===== config.mk =====
export PLATFORM = sky130hd
export DESIGN_NAME = bank_response_collector
export DESIGN_NICKNAME = d
export VERILOG_FILES = /design/src/rtl/tpm_pkg.sv /design/src/rtl/resp_fifo.sv /design/src/rtl/bank_response_collector.sv
export SDC_FILE = /design/constraint.sdc
export NUM_CORES = 1
export LEC_CHECK = 0
export ABC_AREA = 1
export CAP_MARGIN = 0
export CORE_AREA = 2 2 158 160
export CTS_CLUSTER_SIZE = 20
export DETAILED_ROUTE_END_ITERATION = 16
export DIE_AREA = 0 0 160 162
export GPL_ROUTABILITY_DRIVEN = 0
export PLACE_DENSITY = 0.87
export SYNTH_ARGS = -nofsm -noshare
export SYNTH_HDL_FRONTEND = slang
export SYNTH_SLANG_ARGS = --single-unit

===== constraint.sdc =====
create_clock -name clk -period 2.3 [get_ports clk]
set_input_delay 0.575 -clock clk [delete_from_list [all_inputs] [get_ports clk]]
set_output_delay 0.575 -clock clk [all_outputs]
set_load 0.005 [all_outputs]

===== src/rtl/tpm_pkg.sv =====
// Shared constants and helpers for the triple-ported memory response path.
package tpm_pkg;
  localparam int NUM_PORTS  = 3;
  localparam int NUM_BANKS  = 4;
  localparam int TAG_W      = 2;
  localparam int DATA_W     = 16;
  localparam int ADDR_W     = 12;
  localparam int BANK_SEL_W = 2;
  localparam int RESP_W     = TAG_W + DATA_W;

  typedef struct packed {
    logic [TAG_W-1:0]  tag;
    logic [DATA_W-1:0] data;
  } resp_t;

  // Lowest-index bank with valid set wins; returns 0 when none is set.
  function automatic logic [BANK_SEL_W-1:0] lowest_bank(input logic [NUM_BANKS-1:0] v);
    lowest_bank = '0;
    for (int b = NUM_BANKS - 1; b >= 0; b--) begin
      if (v[b]) lowest_bank = BANK_SEL_W'(b);
    end
  endfunction
endpackage


===== src/rtl/resp_fifo.sv =====
// Per-port response FIFO with registered almost-full and sticky overflow flag.
module resp_fifo #(
  parameter int DEPTH = 4,
  parameter int WIDTH = 18
) (
  input  logic             clk,
  input  logic             rst,
  input  logic             i_push,
  input  logic [WIDTH-1:0] i_wdata,
  input  logic             i_ready,
  output logic             o_valid,
  output logic [WIDTH-1:0] o_rdata,
  output logic             o_almost_full,
  output logic             o_overflow
);
  localparam int PTR_W = $clog2(DEPTH);
  localparam int CNT_W = PTR_W + 1;
  localparam logic [CNT_W-1:0] FULL_LVL = CNT_W'(DEPTH);
  localparam logic [CNT_W-1:0] AF_LVL   = CNT_W'(DEPTH - 1);

  logic [WIDTH-1:0] r_mem [DEPTH];
  logic [PTR_W-1:0] r_wr_ptr;
  logic [PTR_W-1:0] r_rd_ptr;
  logic [CNT_W-1:0] r_count;
  logic             r_almost_full;
  logic             r_overflow;

  logic             w_full;
  logic             w_pop;
  logic             w_push_ok;
  logic [CNT_W-1:0] w_count_next;

  assign w_full    = (r_count == FULL_LVL);
  assign w_pop     = (r_count != '0) && i_ready;
  // A push into a full FIFO only lands if the head leaves in the same cycle.
  assign w_push_ok = i_push && (!w_full || w_pop);

  always_comb begin
    w_count_next = r_count;
    if (w_push_ok && !w_pop)      w_count_next = r_count + CNT_W'(1);
    else if (!w_push_ok && w_pop) w_count_next = r_count - CNT_W'(1);
  end

  always_ff @(posedge clk) begin
    if (w_push_ok) r_mem[r_wr_ptr] <= i_wdata;
  end

  always_ff @(posedge clk or posedge rst) begin
    if (rst) begin
      r_wr_ptr      <= '0;
      r_rd_ptr      <= '0;
      r_count       <= '0;
      r_almost_full <= 1'b0;
      r_overflow    <= 1'b0;
    end else begin
      if (w_push_ok) r_wr_ptr <= r_wr_ptr + PTR_W'(1);
      if (w_pop)     r_rd_ptr <= r_rd_ptr + PTR_W'(1);
      r_count       <= w_count_next;
      r_almost_full <= (w_count_next >= AF_LVL);
      if (i_push && w_full && !w_pop) r_overflow <= 1'b1;
    end
  end

  assign o_valid       = (r_count != '0);
  assign o_rdata       = (r_count != '0) ? r_mem[r_rd_ptr] : '0;
  assign o_almost_full = r_almost_full;
  assign o_overflow    = r_overflow;
endmodule


===== src/rtl/bank_response_collector.sv =====
// Merges 4 bank response lanes per port into a per-port FIFO with valid/ready output.
// Optional collision detection is compiled in with TPM_RESP_COLLISION_CHECK_EN.
module bank_response_collector
  import tpm_pkg::*;
#(
  parameter int DEPTH = 4
) (
  input  logic        clk,
  input  logic        rst,
  input  logic [3:0]  port1_bank_valid,
  input  logic [7:0]  port1_bank_tag,
  input  logic [63:0] port1_bank_data,
  output logic        port1_resp_valid,
  input  logic        port1_resp_ready,
  output logic [1:0]  port1_resp_tag,
  output logic [15:0] port1_resp_data,
  output logic        port1_almost_full,
  input  logic [3:0]  port2_bank_valid,
  input  logic [7:0]  port2_bank_tag,
  input  logic [63:0] port2_bank_data,
  output logic        port2_resp_valid,
  input  logic        port2_resp_ready,
  output logic [1:0]  port2_resp_tag,
  output logic [15:0] port2_resp_data,
  output logic        port2_almost_full,
  input  logic [3:0]  port3_bank_valid,
  input  logic [7:0]  port3_bank_tag,
  input  logic [63:0] port3_bank_data,
  output logic        port3_resp_valid,
  input  logic        port3_resp_ready,
  output logic [1:0]  port3_resp_tag,
  output logic [15:0] port3_resp_data,
  output logic        port3_almost_full,
  output logic [2:0]  err_overflow,
  output logic [2:0]  err_collision
);
  // Handshake: a head transfers on a rising edge where resp_valid && resp_ready;
  // valid never depends on ready, and ready while valid is low is ignored.
  logic [NUM_BANKS-1:0]        w_bv [NUM_PORTS];
  logic [NUM_BANKS*TAG_W-1:0]  w_bt [NUM_PORTS];
  logic [NUM_BANKS*DATA_W-1:0] w_bd [NUM_PORTS];
  logic [NUM_PORTS-1:0]        w_ready;
  logic [NUM_PORTS-1:0]        w_rv;
  logic [NUM_PORTS-1:0]        w_af;
  logic [NUM_PORTS-1:0]        w_ovf;
  logic [RESP_W-1:0]           w_rdata [NUM_PORTS];

  assign w_bv[0] = port1_bank_valid;
  assign w_bv[1] = port2_bank_valid;
  assign w_bv[2] = port3_bank_valid;
  assign w_bt[0] = port1_bank_tag;
  assign w_bt[1] = port2_bank_tag;
  assign w_bt[2] = port3_bank_tag;
  assign w_bd[0] = port1_bank_data;
  assign w_bd[1] = port2_bank_data;
  assign w_bd[2] = port3_bank_data;
  assign w_ready = {port3_resp_ready, port2_resp_ready, port1_resp_ready};

  for (genvar p = 0; p < NUM_PORTS; p++) begin : g_port
    logic [BANK_SEL_W-1:0] w_sel;
    resp_t                 w_entry;

    assign w_sel        = lowest_bank(w_bv[p]);
    assign w_entry.tag  = w_bt[p][{w_sel, 1'b0} +: TAG_W];
    assign w_entry.data = w_bd[p][{w_sel, 4'b0000} +: DATA_W];

    resp_fifo #(
      .DEPTH (DEPTH),
      .WIDTH (RESP_W)
    ) u_fifo (
      .clk           (clk),
      .rst           (rst),
      .i_push        (|w_bv[p]),
      .i_wdata       (w_entry),
      .i_ready       (w_ready[p]),
      .o_valid       (w_rv[p]),
      .o_rdata       (w_rdata[p]),
      .o_almost_full (w_af[p]),
      .o_overflow    (w_ovf[p])
    );
  end

  assign port1_resp_valid  = w_rv[0];
  assign port2_resp_valid  = w_rv[1];
  assign port3_resp_valid  = w_rv[2];
  assign port1_resp_tag    = w_rdata[0][RESP_W-1:DATA_W];
  assign port2_resp_tag    = w_rdata[1][RESP_W-1:DATA_W];
  assign port3_resp_tag    = w_rdata[2][RESP_W-1:DATA_W];
  assign port1_resp_data   = w_rdata[0][DATA_W-1:0];
  assign port2_resp_data   = w_rdata[1][DATA_W-1:0];
  assign port3_resp_data   = w_rdata[2][DATA_W-1:0];
  assign port1_almost_full = w_af[0];
  assign port2_almost_full = w_af[1];
  assign port3_almost_full = w_af[2];
  assign err_overflow      = w_ovf;

`ifdef TPM_RESP_COLLISION_CHECK_EN
  logic [NUM_PORTS-1:0] w_coll;
  logic [NUM_PORTS-1:0] r_err_collision;

  // More than one bit set: clearing the lowest set bit leaves something behind.
  always_comb begin
    w_coll = '0;
    for (int p = 0; p < NUM_PORTS; p++) begin
      w_coll[p] = |(w_bv[p] & (w_bv[p] - 4'd1));
    end
  end

  always_ff @(posedge clk or posedge rst) begin
    if (rst) r_err_collision <= '0;
    else     r_err_collision <= r_err_collision | w_coll;
  end

  assign err_collision = r_err_collision;
`else
  assign err_collision = 3'b000;
`endif
endmodule

==> run summary, run 1 <==
* number of instances in the synthesized netlist: 1,230
* Hold/Removal Path Class: primary input to asynchronous set/reset pin
* worst reg2reg startpoint: g_port[0].u_fifo.r_count[0]
* Rel. slew slack: 57.60%
* Iteration-0 DRC Markers: 789
* count of endpoints failing setup in the final report: 44
* root buffer cell: sky130_fd_sc_hd__clkbuf_16
* violations in the final reports: setup timing
* Fmax: 405.3 MHz
* CP Data Arrival Time: 1.89 ns
* PnR worst setup slack: -0.1676 ns
* post-synthesis mux area share: 0%
* H-tree Lvls: 1
* sequential fraction of the synthesis area: 60.37%
* complex-gate fraction of the synthesized area: 15.02%
* cts bufs inserted: 23
* per-cell via count in the routed design: 5.537
* clock-pin slew of the registers on the worst-case setup and hold paths: 0.06 ns
* Fin Setup TNS: -2.405 ns
* asr flop ratio synth: 11.11%
* number of hold buffers added after cts: 0
* HPWL after DPL: 22.94 mm
* average wire length per cell after detail routing: 18.92 um
* global-route wire length before repair: 52.32 mm
* Starting Density: 49.22%
* number of top-level pins: 299
* launching element type of the critical path: register
* Post-Syn Area per Cell: 9.645 um2
* final routed DRC violation total: 0
* number of nets with antenna violations after routing: 0
* Final Util: 73.87%
* max capacitance violation total: 0
* main combinational cell family by area after synthesis: compound AO/OA/AOI/OAI gates
* number of storage elements in the synthesis netlist: 243
* number of nets in the final layout: 1,882
* Critical Path Sink Type: output port
* number of enable flip-flop cells after synthesis: 216
* buffer depth of the longest clock path: 3
* share of the clock period used by the worst path after layout: 107.3%
* die boundary width: 160 um
* post-synthesis instance area: 11,860 um2
* worst slew pin tran: 0.6360 ns
* antenna violations before repair: 0
* largest net degree at the start of global routing: 38
* final number of hold-violating endpoints: 0
* worst setup path class: register to output port
* RSZ-0062 raised after global routing: true
* IO buf count: 295
* Pins Over Slew Limit: 0
* parity-gate share of the synthesized area counting xor and xnor cells: 0.5906%
* post-layout minimum cycle time: 2.468 ns
* core box area: 24,110 um2
* total clock sinks: 243
* count of standard-cell rows: 57
* Crit Path Max Fanout: 28
* total number of yosys warnings: 0
* fraction of layout cells with a size suffix above 1: 24.92%
* top flip-flop cell by instance count after synthesis: sky130_fd_sc_hd__edfxtp_1
* overall die area: 25,920 um2
* post-detailed-routing wire length: 37.17 mm
* CTS tree: done
* Simple-Gate Fraction of Synth Area: 14.59%
* total routing resource utilization after global routing: 25.31%
* area overhead of the layout relative to synthesis: 50.08%
* power density over the cells: 1258 nW/um2
* leftover overflow at the end of global routing: 0
* clock insertion delay at the later pin of the skew report: 0.51 ns
* internal reg-to-reg setup slack: 0.41 ns
* status: complete, but fails checks
* Reg2Reg Depth: 8
* count of fill cells added during filler insertion: 1,497
* y dimension of the die: 162 um
* worst vdd ir: 0.5975 mV
* Antenna Cells: 0
* Synth cell types: 34
* Crit path required time: 1.73 ns
* Static Leakage: 7.006 nW
* via count of the first global-routing pass: 10,310
* total via count in the routed design: 10,880
* worst reg2reg path endpoint: g_port[0].u_fifo.r_mem[2][10]
* first-pass detailed-route iteration total: 5
* Adder-Cell Fraction of Synth Area: 2.215%
* maximum clock skew at final layout: 0.01109 ns
## placed cells by master, fill, tap and decap left out, types with 26 or more instances in the layout
master and instances:
sky130_fd_sc_hd__a21oi_2 26, sky130_fd_sc_hd__buf_12 31, sky130_fd_sc_hd__buf_2 54, sky130_fd_sc_hd__buf_4 79
sky130_fd_sc_hd__clkbuf_16 31, sky130_fd_sc_hd__clkdlybuf4s50_1 238, sky130_fd_sc_hd__edfxtp_1 216, sky130_fd_sc_hd__inv_1 99
sky130_fd_sc_hd__nand2_1 102, sky130_fd_sc_hd__nor2_1 232, sky130_fd_sc_hd__nor2_2 43, sky130_fd_sc_hd__nor2_4 32
sky130_fd_sc_hd__o21ai_0 116, sky130_fd_sc_hd__o21ai_1 69, sky130_fd_sc_hd__o21ai_2 31, sky130_fd_sc_hd__o22ai_1 54
## cell type report
cell class,count,area (um2),share of cell area [%]
Sequential cell,243,7167,40.25
Multi-Input combinational cell,801,4534,25.47
Timing Repair Buffer,438,4503,25.29
Clock buffer,25,583.1,3.275
Inverter,121,495.5,2.783
Tap cell,324,405.4,2.277
Clock inverter,13,117.6,0.6605
## Yosys cell counts, types with 8 or more instances
| library cell | count | area (um2) |
|---|---|---|
| sky130_fd_sc_hd__clkbuf_1 | 18 | 67.56 |
| sky130_fd_sc_hd__ha_1 | 21 | 262.8 |
| sky130_fd_sc_hd__a21oi_1 | 58 | 290.3 |
| sky130_fd_sc_hd__o21ai_0 | 214 | 1071 |
| sky130_fd_sc_hd__buf_2 | 28 | 140.1 |
| sky130_fd_sc_hd__nor2_1 | 299 | 1122 |
| sky130_fd_sc_hd__o22ai_1 | 54 | 337.8 |
| sky130_fd_sc_hd__nand2_1 | 103 | 386.6 |
| sky130_fd_sc_hd__inv_1 | 107 | 401.6 |
| sky130_fd_sc_hd__nand3_1 | 12 | 60.06 |
| sky130_fd_sc_hd__buf_4 | 8 | 60.06 |
| sky130_fd_sc_hd__dfrtp_1 | 27 | 675.7 |
| sky130_fd_sc_hd__xor2_1 | 8 | 70.07 |
| sky130_fd_sc_hd__edfxtp_1 | 216 | 6486 |
## stage by stage
| step | worst slack, ns | std cells | total power, W | hold slack (ns) | area [um2] |
|---|---|---|---|---|---|
| 2_1_floorplan | 0.1889 | 1232 | 0.01131 | 0.4373 | 11870 |
| 5_1_grt | -0.1634 | 1965 | 0.02344 | 0.4785 | 17810 |
| 3_3_place_gp | -0.08806 | 1874 | 0.01567 | 0.4652 | 15790 |
| 6_report | -0.1676 | 1965 | 0.02241 | 0.4560 | 17810 |
| 3_5_place_dp | -0.1689 | 1874 | 0.01602 | 0.4623 | 15790 |
| 4_1_cts | -0.1336 | 1946 | 0.02059 | 0.4446 | 17120 |
## report_power, final
part | internal, W | total (W) | switching, W | leakage (nW)
sequential | 0.00670 | 0.00740 | 0.000693 | 2.31
combinational | 0.00517 | 0.0114 | 0.00623 | 4.35
clock | 0.00205 | 0.00361 | 0.00157 | 0.340
total | 0.0139 | 0.0224 | 0.00849 | 7.01
## sequential cells by signal, indices dropped and copies added (netlist names)
register,cells
g_port.u_fifo.r_rd_ptr,6
g_port.u_fifo.o_almost_full,3
g_port.u_fifo.r_count,9
g_port.u_fifo.r_mem,216
g_port.u_fifo.r_wr_ptr,6
g_port.u_fifo.o_overflow,3
## logic make-up after synthesis
family                     after synthesis
other                                    1
AOI/OAI and AO/OA                      337
xor gates and xnor gates                 8
and+or+nand+nor                        432
adders and majority gates               21
DFF                                    243
buffers and inverters                  188
## worst max-delay path by stage
stage | start | end | slack, ns
after floorplan | g_port[1].u_fifo.r_count[0] | g_port[1].u_fifo.r_mem[0][0] | 0.19
after global placement | port2_bank_valid[2] | g_port[1].u_fifo.r_mem[1][1] | -0.09
after detailed placement | g_port[1].u_fifo.r_count[0] | port2_resp_data[10] | -0.17
after CTS | g_port[0].u_fifo.r_count[1] | port1_resp_data[10] | -0.13
after global routing | g_port[1].u_fifo.r_rd_ptr[0] | port2_resp_data[1] | -0.16
final | g_port[0].u_fifo.r_rd_ptr[0] | port1_resp_data[4] | -0.17
## metal layers
layer | vias to the layer above | routed length, um | GRT usage [%]
li1 | 4991 | - | -
met1 | 5038 | 12840 | 29.20
met2 | 703 | 19380 | 47.23
met3 | 149 | 3302 | 4.035
met4 | 0 | 1648 | 9.992
met5 | - | 0 | 0
## critical path, cell delays in order (launching register included)
cell	delay (ns)
sky130_fd_sc_hd__dfrtp_2	0.48
sky130_fd_sc_hd__clkinv_2	0.13
sky130_fd_sc_hd__buf_12	0.19
sky130_fd_sc_hd__o21ai_0	0.31
sky130_fd_sc_hd__a21oi_2	0.11
sky130_fd_sc_hd__buf_2	0.15
## repair_timing
action	CTS	global route
gates resized for setup	391	172
gates cloned	10	10
pin swaps	14	61
setup endpoints to repair	57	55
buffers inserted	24	14
No activity file was read; power rests on OpenSTA's default activity.
==> run 2: changes to the inputs <==
Settings changed: CTS_CLUSTER_SIZE 20 to 12, PLACE_DENSITY 0.87 to 0.9.
==> run 2 against run 1 <==
  * Via count grew 4.1%
  * Sequential share of layout area shrank 1.1 points
  * Die area is the same
  * The run still ends with setup timing left
  * Global-route usage grew 3.8 points
  * Fmax shrank 3.2%
  * First-iteration DRC count grew 28%
  * Highest routed layer unchanged
==> run summary, run 2 (synthesized netlist as in run 1, its figures left out) <==
* IO buf count: 295
* internal power: 0.01476 W
* launching element type of the critical path: register
* number of nets in the final layout: 1,897
* cell seen most often among critical-path stages: sky130_fd_sc_hd__nor2_2
* root buffer cell: sky130_fd_sc_hd__clkbuf_16
* cts bufs inserted: 25
* Fmax: 392.1 MHz
* share of total power in combinational logic: 52.5%
* summed area of non-filler cells in the final layout: 18,310 um2
* register name with the most flops: g_port.u_fifo.r_mem
* post-layout minimum cycle time: 2.550 ns
* leftover overflow at the end of global routing: 0
* reported net switching power: 0.009349 W
* average wire length per cell after detail routing: 20.84 um
* Final Util: 75.94%
* number of nets with antenna violations after routing: 0
* per-cell via count in the routed design: 5.701
* total clock sinks: 243
* Starting Density: 49.22%
* core box area: 24,110 um2
* buffer depth of the longest clock path: 3
* fraction of layout cells with a size suffix above 1: 28.28%
* number of top-level pins: 299
* violations in the final reports: setup timing
* clock-pin slew of the registers on the worst-case setup and hold paths: 0.07 ns
* RSZ-0062 raised after global routing: true
* Iteration-0 DRC Markers: 1,011
* most frequent standard cell in the layout excluding fill and tap cells: sky130_fd_sc_hd__clkdlybuf4s50_1
* worst setup path class: register to output port
* HPWL after DPL: 23.15 mm
* status: complete, but fails checks
* CP Data Arrival Time: 1.98 ns
* Slowest cell on crit path: sky130_fd_sc_hd__dfrtp_2
* number of flip-flops in the largest register: 216
* Critical Path Sink Type: output port
* total power consumption of the routed design: 0.02411 W
* CP Cell Sequence: buf_12, buf_8, buf_16, nor2_2, nor2_2, o21ai_2, a21oi_1, buf_2
* part of the power in registers: 31.2%
* H-tree Lvls: 1
* share of the clock period used by the worst path after layout: 110.9%
* worst vdd ir: 0.5521 mV
* die boundary width: 160 um
* total via count in the routed design: 11,330
* commonest cells after routing, fill and taps aside: sky130_fd_sc_hd__clkdlybuf4s50_1 (238), sky130_fd_sc_hd__edfxtp_1 (216), sky130_fd_sc_hd__nor2_1 (191)
* clock insertion delay at the later pin of the skew report: 0.53 ns
* y dimension of the die: 162 um
* total routing resource utilization after global routing: 29.11%
* CTS tree: done
* Crit Path Max Fanout: 4
* via count of the first global-routing pass: 11,150
* power density over the cells: 1317 nW/um2
* net switching fraction of the power: 38.78%
* Largest regs: g_port.u_fifo.r_mem (216), g_port.u_fifo.r_count (9)
* maximum clock skew at final layout: 0.01845 ns
* Crit path required time: 1.73 ns
* first-pass detailed-route iteration total: 7
* standard cell area after detailed placement: 15,700 um2
* antenna violations before repair: 1
* global-route wire length before repair: 59.51 mm
* peak per-stage delay on the critical path: 0.46 ns
* Pins Over Slew Limit: 0
* Hold/Removal Path Class: register to register
* post-detailed-routing wire length: 41.40 mm
* max capacitance violation total: 0
* worst slew pin tran: 0.5916 ns
* final routed DRC violation total: 0
* area overhead of the layout relative to synthesis: 54.30%
* clock network fraction of total power: 16.2%
* Static Leakage: 7.171 nW
* PnR worst setup slack: -0.2501 ns
* Rel. slew slack: 60.56%
* count of standard-cell rows: 57
* Fin Setup TNS: -5.352 ns
* final number of hold-violating endpoints: 0
* worst hold slack after final layout: 0.4883 ns
* largest net degree at the start of global routing: 56
* overall die area: 25,920 um2
* count of endpoints failing setup in the final report: 53
* number of hold buffers added after cts: 0
[run 2: power by group through the flow]
stage	registers, W	clock network, W	logic [W]
floorplan	0.00708	0	0.00423
global placement	0.00712	0	0.00854
detailed placement	0.00721	0	0.00884
CTS	0.00730	0.00388	0.0111
global route	0.00762	0.00408	0.0133
finish	0.00753	0.00391	0.0127
[run 2: per-stage QoR]
step / worst slack [ns] / instances
detailed placement: -0.09938 / 1863
finish: -0.2501 / 1987
CTS: -0.1696 / 1976
global route: -0.3161 / 1987
floorplan: 0.1889 / 1232
global placement: -0.07590 / 1863
[run 2: metal layers]
metal	vias up	global-route usage (%)	part of all wire, %
met5	-	0	0
met3	187	4.367	8.9
li1	5022	-	-
met4	0	12.33	5.4
met1	5296	32.74	34
met2	822	55.10	52
[run 2: critical path: cells and delay by family, from the launching register on]
kind                   cells  cell delay (ns)
buffers and inverters      4             0.55
DFF                        1             0.46
and+or+nand+nor            2             0.28
AOI/OAI and AO/OA          2             0.16
[run 2: path summary, 6_finish.rpt]
kind,startpoint,to,slack (ns),depth (start not counted)
worst max-delay path,g_port[0].u_fifo.r_rd_ptr[0],port1_resp_tag[0],-0.25,8
worst min-delay path,g_port[0].u_fifo.o_overflow,g_port[0].u_fifo.o_overflow,0.49,2
worst max register to register,g_port[2].u_fifo.r_count[0],g_port[2].u_fifo.r_mem[1][10],0.36,8
worst min register to register,g_port[0].u_fifo.o_overflow,g_port[0].u_fifo.o_overflow,0.49,2
max in group asynchronous,rst,g_port[1].u_fifo.r_rd_ptr[0],1.46,3
min in group asynchronous,rst,g_port[2].u_fifo.r_rd_ptr[1],0.52,3
[run 2: what timing repair did]
action                     CTS  global route
setup endpoints to repair   57            54
gates cloned                19             4
resized for setup          500           158
pin swaps                   71            72
buffers inserted            49            12
[run 2: final cells by class]
type / count / area (um2)
diodes: 1 / 2.502
clock buffers: 44 / 768.2
clock inverters: 2 / 13.76
fillers: 1384 / 5799
inverters: 121 / 489.2
multi-input cells: 801 / 4760
flip-flops and latches: 243 / 7166
well taps: 324 / 405.4
repair buffers: 451 / 4702
==> run 3: changes to the inputs <==
Settings changed: ABC_CLOCK_PERIOD_IN_PS set to 2300, CORE_AREA 2 2 158 160 to 3 3 159 161, DIE_AREA 0 0 160 162 to 0 0 162 164.
==> run 3 against run 2 <==
  * The flow still finishes with violations (setup timing)
  * Critical path depth unchanged
  * Count of clock-buffer cells in the layout down 4
  * Global-route usage down 3.2 points
  * Worst setup slack better by 0.065 ns
  * Register-to-register slack worse by 0.18 ns
==> run summary, run 3 (synthesized netlist as in run 1, its figures left out) <==
* status: complete, but fails checks
* violations in the final reports: setup timing
* final number of hold-violating endpoints: 0
* root buffer cell: sky130_fd_sc_hd__clkbuf_16
* most frequent standard cell in the layout excluding fill and tap cells: sky130_fd_sc_hd__clkdlybuf4s50_1
* Fmax: 402.3 MHz
* y dimension of the die: 164 um
* power density over the cells: 1290 nW/um2
* dpl ws: -0.1873 ns
* Pins Over Slew Limit: 0
* post-detailed-routing wire length: 39.98 mm
* via count of the first global-routing pass: 10,600
* largest net degree at the start of global routing: 45
* worst vdd ir: 0.7186 mV
* clock-pin slew of the registers on the worst-case setup and hold paths: 0.06 ns
* worst slew pin tran: 0.5527 ns
* cts bufs inserted: 25
* die boundary width: 162 um
* IO buf count: 295
* global-route wire length before repair: 54.73 mm
* Crit Path Max Fanout: 5
* leftover overflow at the end of global routing: 0
* Iteration-0 DRC Markers: 906
* register name with the most flops: g_port.u_fifo.r_mem
* total routing resource utilization after global routing: 25.89%
* number of nets in the final layout: 1,887
* worst min-delay path endpoint: g_port[0].u_fifo.o_overflow
* Largest regs: g_port.u_fifo.r_mem (216), g_port.u_fifo.r_count (9)
* start point of the worst min-delay path: g_port[0].u_fifo.o_overflow
* Critical Path Sink Type: output port
* post-layout minimum cycle time: 2.486 ns
* number of hold buffers added after cts: 0
* cell seen most often among critical-path stages: sky130_fd_sc_hd__nor2_4
* Rel. slew slack: 63.15%
* worst hold path depth: 2
* PnR worst setup slack: -0.1855 ns
* area overhead of the layout relative to synthesis: 52.29%
* worst reg2reg startpoint: g_port[1].u_fifo.r_count[1]
* number of flip-flops in the largest register: 216
* Static Leakage: 7.093 nW
* average wire length per cell after detail routing: 20.22 um
* peak per-stage delay on the critical path: 0.44 ns
* H-tree Lvls: 1
* max capacitance violation total: 0
* CP Data Arrival Time: 1.91 ns
* count of endpoints failing setup in the final report: 52
* internal reg-to-reg setup slack: 0.18 ns
* final routed DRC violation total: 0
* worst setup path class: register to output port
* number of top-level pins: 299
* launching element type of the critical path: register
* core box area: 24,110 um2
* RSZ-0062 raised after global routing: true
* Starting Density: 49.22%
* Crit path required time: 1.73 ns
* total clock sinks: 243
* worst reg2reg path endpoint: g_port[1].u_fifo.r_mem[3][2]
* count of fill cells added during filler insertion: 1,404
* first-pass detailed-route iteration total: 5
* clock insertion delay at the later pin of the skew report: 0.53 ns
* share of the clock period used by the worst path after layout: 108.1%
* CP Cell Sequence: buf_6, buf_16, buf_12, nor2_4, nor2_4, o21ai_4, a21oi_2, buf_2
* Hold/Removal Path Class: register to register
* count of standard-cell rows: 57
* number of nets with antenna violations after routing: 0
* buffer depth of the longest clock path: 3
* maximum clock skew at final layout: 0.01788 ns
* overall die area: 26,570 um2
* total via count in the routed design: 11,140
* CTS tree: done
* Reg2Reg Depth: 9
* total power consumption of the routed design: 0.02330 W
* fraction of layout cells with a size suffix above 1: 26.69%
* commonest cells after routing, fill and taps aside: sky130_fd_sc_hd__clkdlybuf4s50_1 (238), sky130_fd_sc_hd__nor2_1 (233), sky130_fd_sc_hd__edfxtp_1 (216)
* HPWL after DPL: 23.54 mm
* per-cell via count in the routed design: 5.635
* antenna violations before repair: 1
* Slowest cell on crit path: sky130_fd_sc_hd__dfrtp_2
[run 3: what timing repair did]
item                                    in CTS  in global routing
setup buffers                               25                 17
endpoints found under the setup margin      57                 53
cloned                                       9                 12
pin swaps                                   37                 56
resized for setup                          402                206
[run 3: worst max-delay path by stage]
stage	from	to	slack [ns]	cells after the start
2_1_floorplan	g_port[1].u_fifo.r_count[0]	g_port[1].u_fifo.r_mem[0][0]	0.19	5
3_3_place_gp	g_port[1].u_fifo.r_rd_ptr[0]	port2_resp_data[1]	-0.09	5
3_5_place_dp	g_port[1].u_fifo.r_count[1]	port2_resp_data[5]	-0.19	6
4_1_cts	g_port[1].u_fifo.r_rd_ptr[0]	port2_resp_data[2]	-0.20	9
5_1_grt	g_port[2].u_fifo.r_rd_ptr[0]	port3_resp_data[9]	-0.23	7
6_report	g_port[1].u_fifo.r_rd_ptr[0]	port2_resp_tag[0]	-0.19	8
[run 3: final cells by class]
cell class,count,area (um2),share of cell area (%)
flip-flops and latches,243,7167,39.67
diodes,1,2.502,0.01385
clock inverters,6,57.56,0.3186
clock buffers,40,691.9,3.830
inverters,121,496.7,2.749
repair buffers,441,4538,25.12
multi-input cells,801,4708,26.06
well taps,324,405.4,2.244
[run 3: stage by stage]
step	hold slack (ns)	utilization, %	instance area (um2)	instances	setup TNS, ns
3_3_place_gp	0.4619	65.53	15800	1873	-0.8821
5_1_grt	0.5178	74.95	18070	1977	-7.522
6_report	0.4734	74.95	18070	1977	-4.570
2_1_floorplan	0.4373	-	11870	1232	0
4_1_cts	0.4582	71.41	17210	1952	-1.855
3_5_place_dp	0.4570	65.53	15800	1873	-4.993
[run 3: layer usage]
layer	routed length [um]	track usage, %
met1	13810	29.93
met3	3771	5.195
met5	0	0
met4	1835	9.461
met2	20570	47.67
[run 3: worst max-delay path, delay by kind of cell (launching register included)]
kind,cells,cell delay (ns)
buffers and inverters,4,0.55
flip-flops,1,0.44
AO/OA/AOI/OAI,2,0.23
AND/OR/NAND/NOR,2,0.16
[run 3: power breakdown]
part,internal [W],switching (W)
Combinational,0.00538,0.00662
Sequential,0.00671,0.000758
Clock,0.00217,0.00166
Total,0.0143,0.00904
